$ cat config.mk
export PLATFORM = sky130hd
export DESIGN_NAME = debounce_multi
export DESIGN_NICKNAME = d
export VERILOG_FILES = /design/src/rtl/debounce_pkg.sv /design/src/rtl/debounce_channel.sv /design/src/rtl/debounce_multi.sv
export SDC_FILE = /design/constraint.sdc
export NUM_CORES = 1
export LEC_CHECK = 0
export ABC_AREA = 1
export CORE_ASPECT_RATIO = 1.2
export CORE_MARGIN = 3
export CORE_UTILIZATION = 44
export DETAILED_ROUTE_END_ITERATION = 8
export HOLD_SLACK_MARGIN = 0.03
export PLACE_DENSITY_LB_ADDON = 0.2
export SETUP_SLACK_MARGIN = 0.4
export SYNTH_ARGS = -nofsm -noshare
export SYNTH_HDL_FRONTEND = slang
export SYNTH_HIERARCHICAL = 1
export SYNTH_SLANG_ARGS = --single-unit
$ cat constraint.sdc
create_clock -name clk -period 2.3 [get_ports clk]
set_clock_uncertainty 0.2 [all_clocks]
set_input_delay 0.23 -clock clk [delete_from_list [all_inputs] [get_ports clk]]
set_output_delay 0.23 -clock clk [all_outputs]
set_load 0.02 [all_outputs]
$ cat src/rtl/debounce_pkg.sv
// Shared constants and helpers for the multi-channel debouncer.
package debounce_pkg;

  localparam int DEF_TICK_DIV     = 1000;
  localparam int DEF_STABLE_TICKS = 16;
  localparam int DEF_SYNC_STAGES  = 2;

  // Counter width for a modulus of n; a counter is always at least one bit wide.
  function automatic int cnt_width(input int n);
    return (n <= 1) ? 1 : $clog2(n);
  endfunction

endpackage

$ cat src/rtl/debounce_channel.sv
// One debounced channel: synchroniser, stability counter, level and edge pulses.
module debounce_channel
  import debounce_pkg::*;
#(
  parameter int   STABLE_TICKS = DEF_STABLE_TICKS,
  parameter int   SYNC_STAGES  = DEF_SYNC_STAGES,
  parameter logic RST_BIT      = 1'b0
) (
  input  logic clk,
  input  logic rst,
  input  logic tick,
  input  logic d,
  output logic q,
  output logic rise,
  output logic fall
);

  // One extra bit so the counter can represent STABLE_TICKS-1 for any STABLE_TICKS >= 1.
  localparam int             CW   = $clog2(STABLE_TICKS) + 1;
  localparam logic [CW-1:0]  LAST = CW'(STABLE_TICKS - 1);

  if (SYNC_STAGES < 2) begin : g_bad_sync
    $error("debounce_channel: SYNC_STAGES must be >= 2");
  end
  if (STABLE_TICKS < 1) begin : g_bad_stable
    $error("debounce_channel: STABLE_TICKS must be >= 1");
  end

  logic [SYNC_STAGES-1:0] sync_q;
  logic                   sync;
  logic [CW-1:0]          cnt;

  assign sync = sync_q[SYNC_STAGES-1];

  // Plain shift chain into the clock domain; nothing sits between the stages.
  always_ff @(posedge clk) begin
    if (rst) begin
      sync_q <= {SYNC_STAGES{RST_BIT}};
    end else begin
      sync_q <= {sync_q[SYNC_STAGES-2:0], d};
    end
  end

  // Accept a new level after STABLE_TICKS consecutive mismatching ticks; pulses last one clk.
  always_ff @(posedge clk) begin
    if (rst) begin
      cnt  <= '0;
      q    <= RST_BIT;
      rise <= 1'b0;
      fall <= 1'b0;
    end else begin
      rise <= 1'b0;
      fall <= 1'b0;
      if (tick) begin
        if (sync == q) begin
          cnt <= '0;
        end else if (cnt == LAST) begin
          cnt  <= '0;
          q    <= sync;
          rise <= sync;
          fall <= ~sync;
        end else begin
          cnt <= cnt + CW'(1);
        end
      end
    end
  end

endmodule

$ cat src/rtl/debounce_multi.sv
// Multi-channel debouncer: shared sample-tick prescaler feeding independent channels.
module debounce_multi
  import debounce_pkg::*;
#(
  parameter int                  CHANNELS     = 10,
  parameter int                  TICK_DIV     = DEF_TICK_DIV,
  parameter int                  STABLE_TICKS = DEF_STABLE_TICKS,
  parameter int                  SYNC_STAGES  = DEF_SYNC_STAGES,
  parameter logic [CHANNELS-1:0] RESET_VAL    = '0
) (
  input  logic                clk,
  input  logic                rst,
  input  logic [CHANNELS-1:0] din,
  output logic [CHANNELS-1:0] dout,
  output logic [CHANNELS-1:0] rise,
  output logic [CHANNELS-1:0] fall,
  output logic                changed
);

  localparam int            PW    = cnt_width(TICK_DIV);
  localparam logic [PW-1:0] PLAST = PW'(TICK_DIV - 1);

  if (TICK_DIV < 1) begin : g_bad_div
    $error("debounce_multi: TICK_DIV must be >= 1");
  end
  if (CHANNELS < 1) begin : g_bad_ch
    $error("debounce_multi: CHANNELS must be >= 1");
  end

  logic [PW-1:0] pcnt;
  logic          tick;

  // With TICK_DIV=1 the counter is stuck at 0 and tick is permanently high.
  assign tick = (pcnt == PLAST);

  // Free-running prescaler 0..TICK_DIV-1, restarted by reset so the tick phase is known.
  always_ff @(posedge clk) begin
    if (rst) begin
      pcnt <= '0;
    end else if (tick) begin
      pcnt <= '0;
    end else begin
      pcnt <= pcnt + PW'(1);
    end
  end

  for (genvar i = 0; i < CHANNELS; i++) begin : g_ch
    debounce_channel #(
      .STABLE_TICKS (STABLE_TICKS),
      .SYNC_STAGES  (SYNC_STAGES),
      .RST_BIT      (RESET_VAL[i])
    ) u_ch (
      .clk  (clk),
      .rst  (rst),
      .tick (tick),
      .d    (din[i]),
      .q    (dout[i]),
      .rise (rise[i]),
      .fall (fall[i])
    );
  end

  assign changed = |(rise | fall);

endmodule

==> summary.txt <==
Floorplanning
  – Die Height: 120 um
  – Site row count: 41
  – Boundary Pins: 43
  – Die Footprint: 12,200 um2
  – Core ar.: 10,600 um2
  – Die width: 101 um
  – Initial core utilization: 45.3%

Place
  – RePlAce Congestion: 0.812
  – Placed Area: 5440 um2
  – Post-detail-place hpwl: 6510 um
  – DP Cell Count: 803
  – PortBufs: 42

STA
  – Final Cycle Share: 79.2%
  – Worst rel slew slack: 81.4%
  – RSZ-0062 raised after global routing: true
  – Fmax: 549 MHz
  – Fin crit period: 1820 ps
  – Slew Viols, Final: 0
  – Fin Setup TNS: 0 ps
  – Hold Vio Cnt, Final: 0
  – Worst hold slack: 197 ps
  – Final setup vio count: 0
  – Worst slew pin tran: 280 ps

Worst setup path
  – Crit-path max FO: 4
  – Crit-path cells: clkdlybuf4s50_1
  – Worst R2R Path Depth: 10
  – CP Buf/Inv Count: 1
  – Capture point of the worst reg-to-reg path: g_ch[5].u_ch/cnt[2]
  – Slowest CP cell: clkdlybuf4s50_1
  – Delay-heaviest family, CP: buffers and inverters
  – WP data required: 1870 ps
  – Startpoint type of the worst setup path: register
  – Worst r2r src: pcnt[0]
  – Flop-to-flop setup slack: 490 ps
  – CP Capture Type: output port
  – CP arrival: 1390 ps
  – CP max stage delay: 640 ps
  – Crit Path Class: reg2out

Routing
  – Vias per Instance: 4.94
  – Drt wl/cell: 11.9 um
  – DR pass1 iterations: 4
  – Starting DRT DRC Count: 163
  – Final wirelength: 9800 um
  – Vias: 4,078
  – DRT antenna net count: 0
  – Remaining DRCs: 0

Synthesis
  – Seq/Total Area, Yosys: 46.0%
  – Synth top cells by count: nand2_1, dfxtp_1, inv_1, nor2_1, a21oi_1
  – Mapped Area: 4790 um2
  – Yosys reg bits: 110
  – Number of synthesized flops with an enable pin: 0
  – Syn_area_per_cell: 7.62 um2
  – Yosys warning count: 6
  – Largest area contributor in the netlist: dfxtp_1
  – Top cells by area, synth: dfxtp_1, nand2_1, inv_1, a21oi_1, nor2_1
  – Synth Instances: 629
  – Most common cell in the netlist: nand2_1
  – Async SR Flop Fraction: 0%
  – Synth cell types: 22
  – Post-synth top area share: 46.0%
  – Post-synth top flop: dfxtp_1
  – Syn_nets: 652

Cells and area
  – Final nets: 716
  – Post-route cell area: 5930 um2
  – Share of layout cells above drive strength 1: 17.0%
  – N_diodes: 0
  – Cell Count, Final, Fillers Out: 825
  – Area Growth Syn to Fin: 23.8%

Flow run
  – Max cap viols: 0

Hold path
  – Hold Crit Depth: 3
  – Hold Path End: g_ch[9].u_ch/sync_q[0]
  – Hold Crit Class: in2reg
  – Hold Crit Start: din[9]

Clock tree
  – CTS tree: yes
  – Reg clk slew, reported paths: 70 ps
  – CTS Sinks: 110
  – Root Buffer: clkbuf_16
  – H-tree depth: 3
  – Clock Path Buffers: 2
  – Clock Latency Late Sink: 340 ps
  – Total CTS buffers: 9

Power and ir drop
  – Max VDD drop: 0.359 mV
  – Power per standard cell area: 578 nW/um2
  – Leak: 0.00234 uW

Run status
  – Status: finished clean

Global route
  – Global-route wire length before repair: 15,600 um
  – Total GRT Usage: 15.8%
  – Number of global-route vias before repair: 3,752
  – Largest net degree at the start of global routing: 49
  – Initial antenna violation count: 0
  – GRT overflow: 0
==> how the worst max path moves through the flow <==
stage,from,endpoint,slack [ps],depth (start not counted)
floorplan,pcnt[0],g_ch[0].u_ch/cnt[1],430,9
detailed placement,pcnt[0],g_ch[4].u_ch/cnt[1],410,10
CTS,pcnt[0],g_ch[4].u_ch/cnt[1],400,10
global route,pcnt[0],g_ch[5].u_ch/cnt[2],340,10
global placement,g_ch[1].u_ch/fall,changed,490,4
finish,g_ch[1].u_ch/q,dout[1],480,1
==> kinds of logic (layout without fill, tap and decap cells) <==
| kind of cell | Yosys count | after routing | share of synthesized area (%) |
|---|---|---|---|
| simple gates | 330 | 330 | 33.8 |
| flops | 110 | 110 | 46.0 |
| buf+inv | 99 | 166 | 7.76 |
| compound gates | 77 | 77 | 9.22 |
| fa+ha+maj | 11 | 11 | 2.87 |
| xor+xnor | 2 | 2 | 0.366 |
==> power breakdown <==
part | switching (uW) | total (uW) | internal [uW]
Sequential | 16.1 | 1940 | 1920
Clock | 636 | 1390 | 749
Combinational | 60.0 | 103 | 42.7
Total | 712 | 3430 | 2720
==> registers in the layout, summed over array words and instances, names as in the netlist <==
signal	count
pcnt	10
g_ch.u_ch/fall	10
g_ch.u_ch/q	10
g_ch.u_ch/sync_q	20
g_ch.u_ch/rise	10
g_ch.u_ch/cnt	50
==> routing by layer <==
| layer | vias to the layer above | global-route usage, % | wire, um |
|---|---|---|---|
| li1 | 2133 | - | - |
| met1 | 1865 | 18.2 | 4230 |
| met2 | 60 | 27.6 | 5040 |
| met3 | 20 | 2.37 | 255 |
| met4 | 0 | 8.48 | 272 |
| met5 | - | 0 | 0 |
==> cell type report <==
cell class | count | area [um2]
Inverter | 99 | 375
Sequential cell | 110 | 2210
Clock buffer | 12 | 246
Multi-Input combinational cell | 420 | 2360
Timing Repair Buffer | 53 | 573
Tap cell | 129 | 161
Clock inverter | 2 | 10.0
Fill cell | 993 | 4640
==> cells in the final DEF, fill, tap and decap left out, types with 2 or more instances in the layout <==
| cell | netlist | layout |
|---|---|---|
| a21oi_1 | 45 | 38 |
| a21oi_2 | 1 | 8 |
| buf_12 | 0 | 2 |
| buf_4 | 0 | 5 |
| clkbuf_1 | 0 | 2 |
| clkbuf_16 | 0 | 12 |
| clkdlybuf4s50_1 | 0 | 40 |
| clkinv_2 | 0 | 2 |
| dfxtp_1 | 110 | 108 |
| ha_1 | 11 | 10 |
| inv_1 | 79 | 78 |
| inv_2 | 20 | 20 |
| nand2_1 | 158 | 158 |
| nand2_2 | 11 | 11 |
| nand3_1 | 23 | 22 |
| nand3_2 | 22 | 19 |
| nand3_4 | 0 | 4 |
| nand3b_1 | 2 | 2 |
| nand4_1 | 21 | 21 |
| nor2_1 | 59 | 56 |
| nor2_2 | 11 | 5 |
| nor2_4 | 11 | 20 |
| nor3_1 | 10 | 7 |
| nor3_2 | 0 | 3 |
| o21a_1 | 21 | 21 |
| o21ai_0 | 10 | 10 |
==> per-stage QoR <==
| stage | util, % | total power, uW | worst slack, ps |
|---|---|---|---|
| 4_1_cts | 54.1 | 3480 | 404 |
| 3_5_place_dp | 51.5 | 2080 | 413 |
| 6_report | 56.1 | 3430 | 478 |
| 2_1_floorplan | - | 2030 | 432 |
| 3_3_place_gp | 51.5 | 2080 | 486 |
| 5_1_grt | 56.1 | 3580 | 338 |
==> what timing repair did <==
action	CTS	global route
endpoints found under the setup margin	1	63
endpoints found under the hold margin	2	0
hold buffers	1	0
pin swaps	0	4
cloned	0	3
buffers inserted	0	4
resized for setup	5	25
Note: power is estimated with default switching activity, not from simulation.
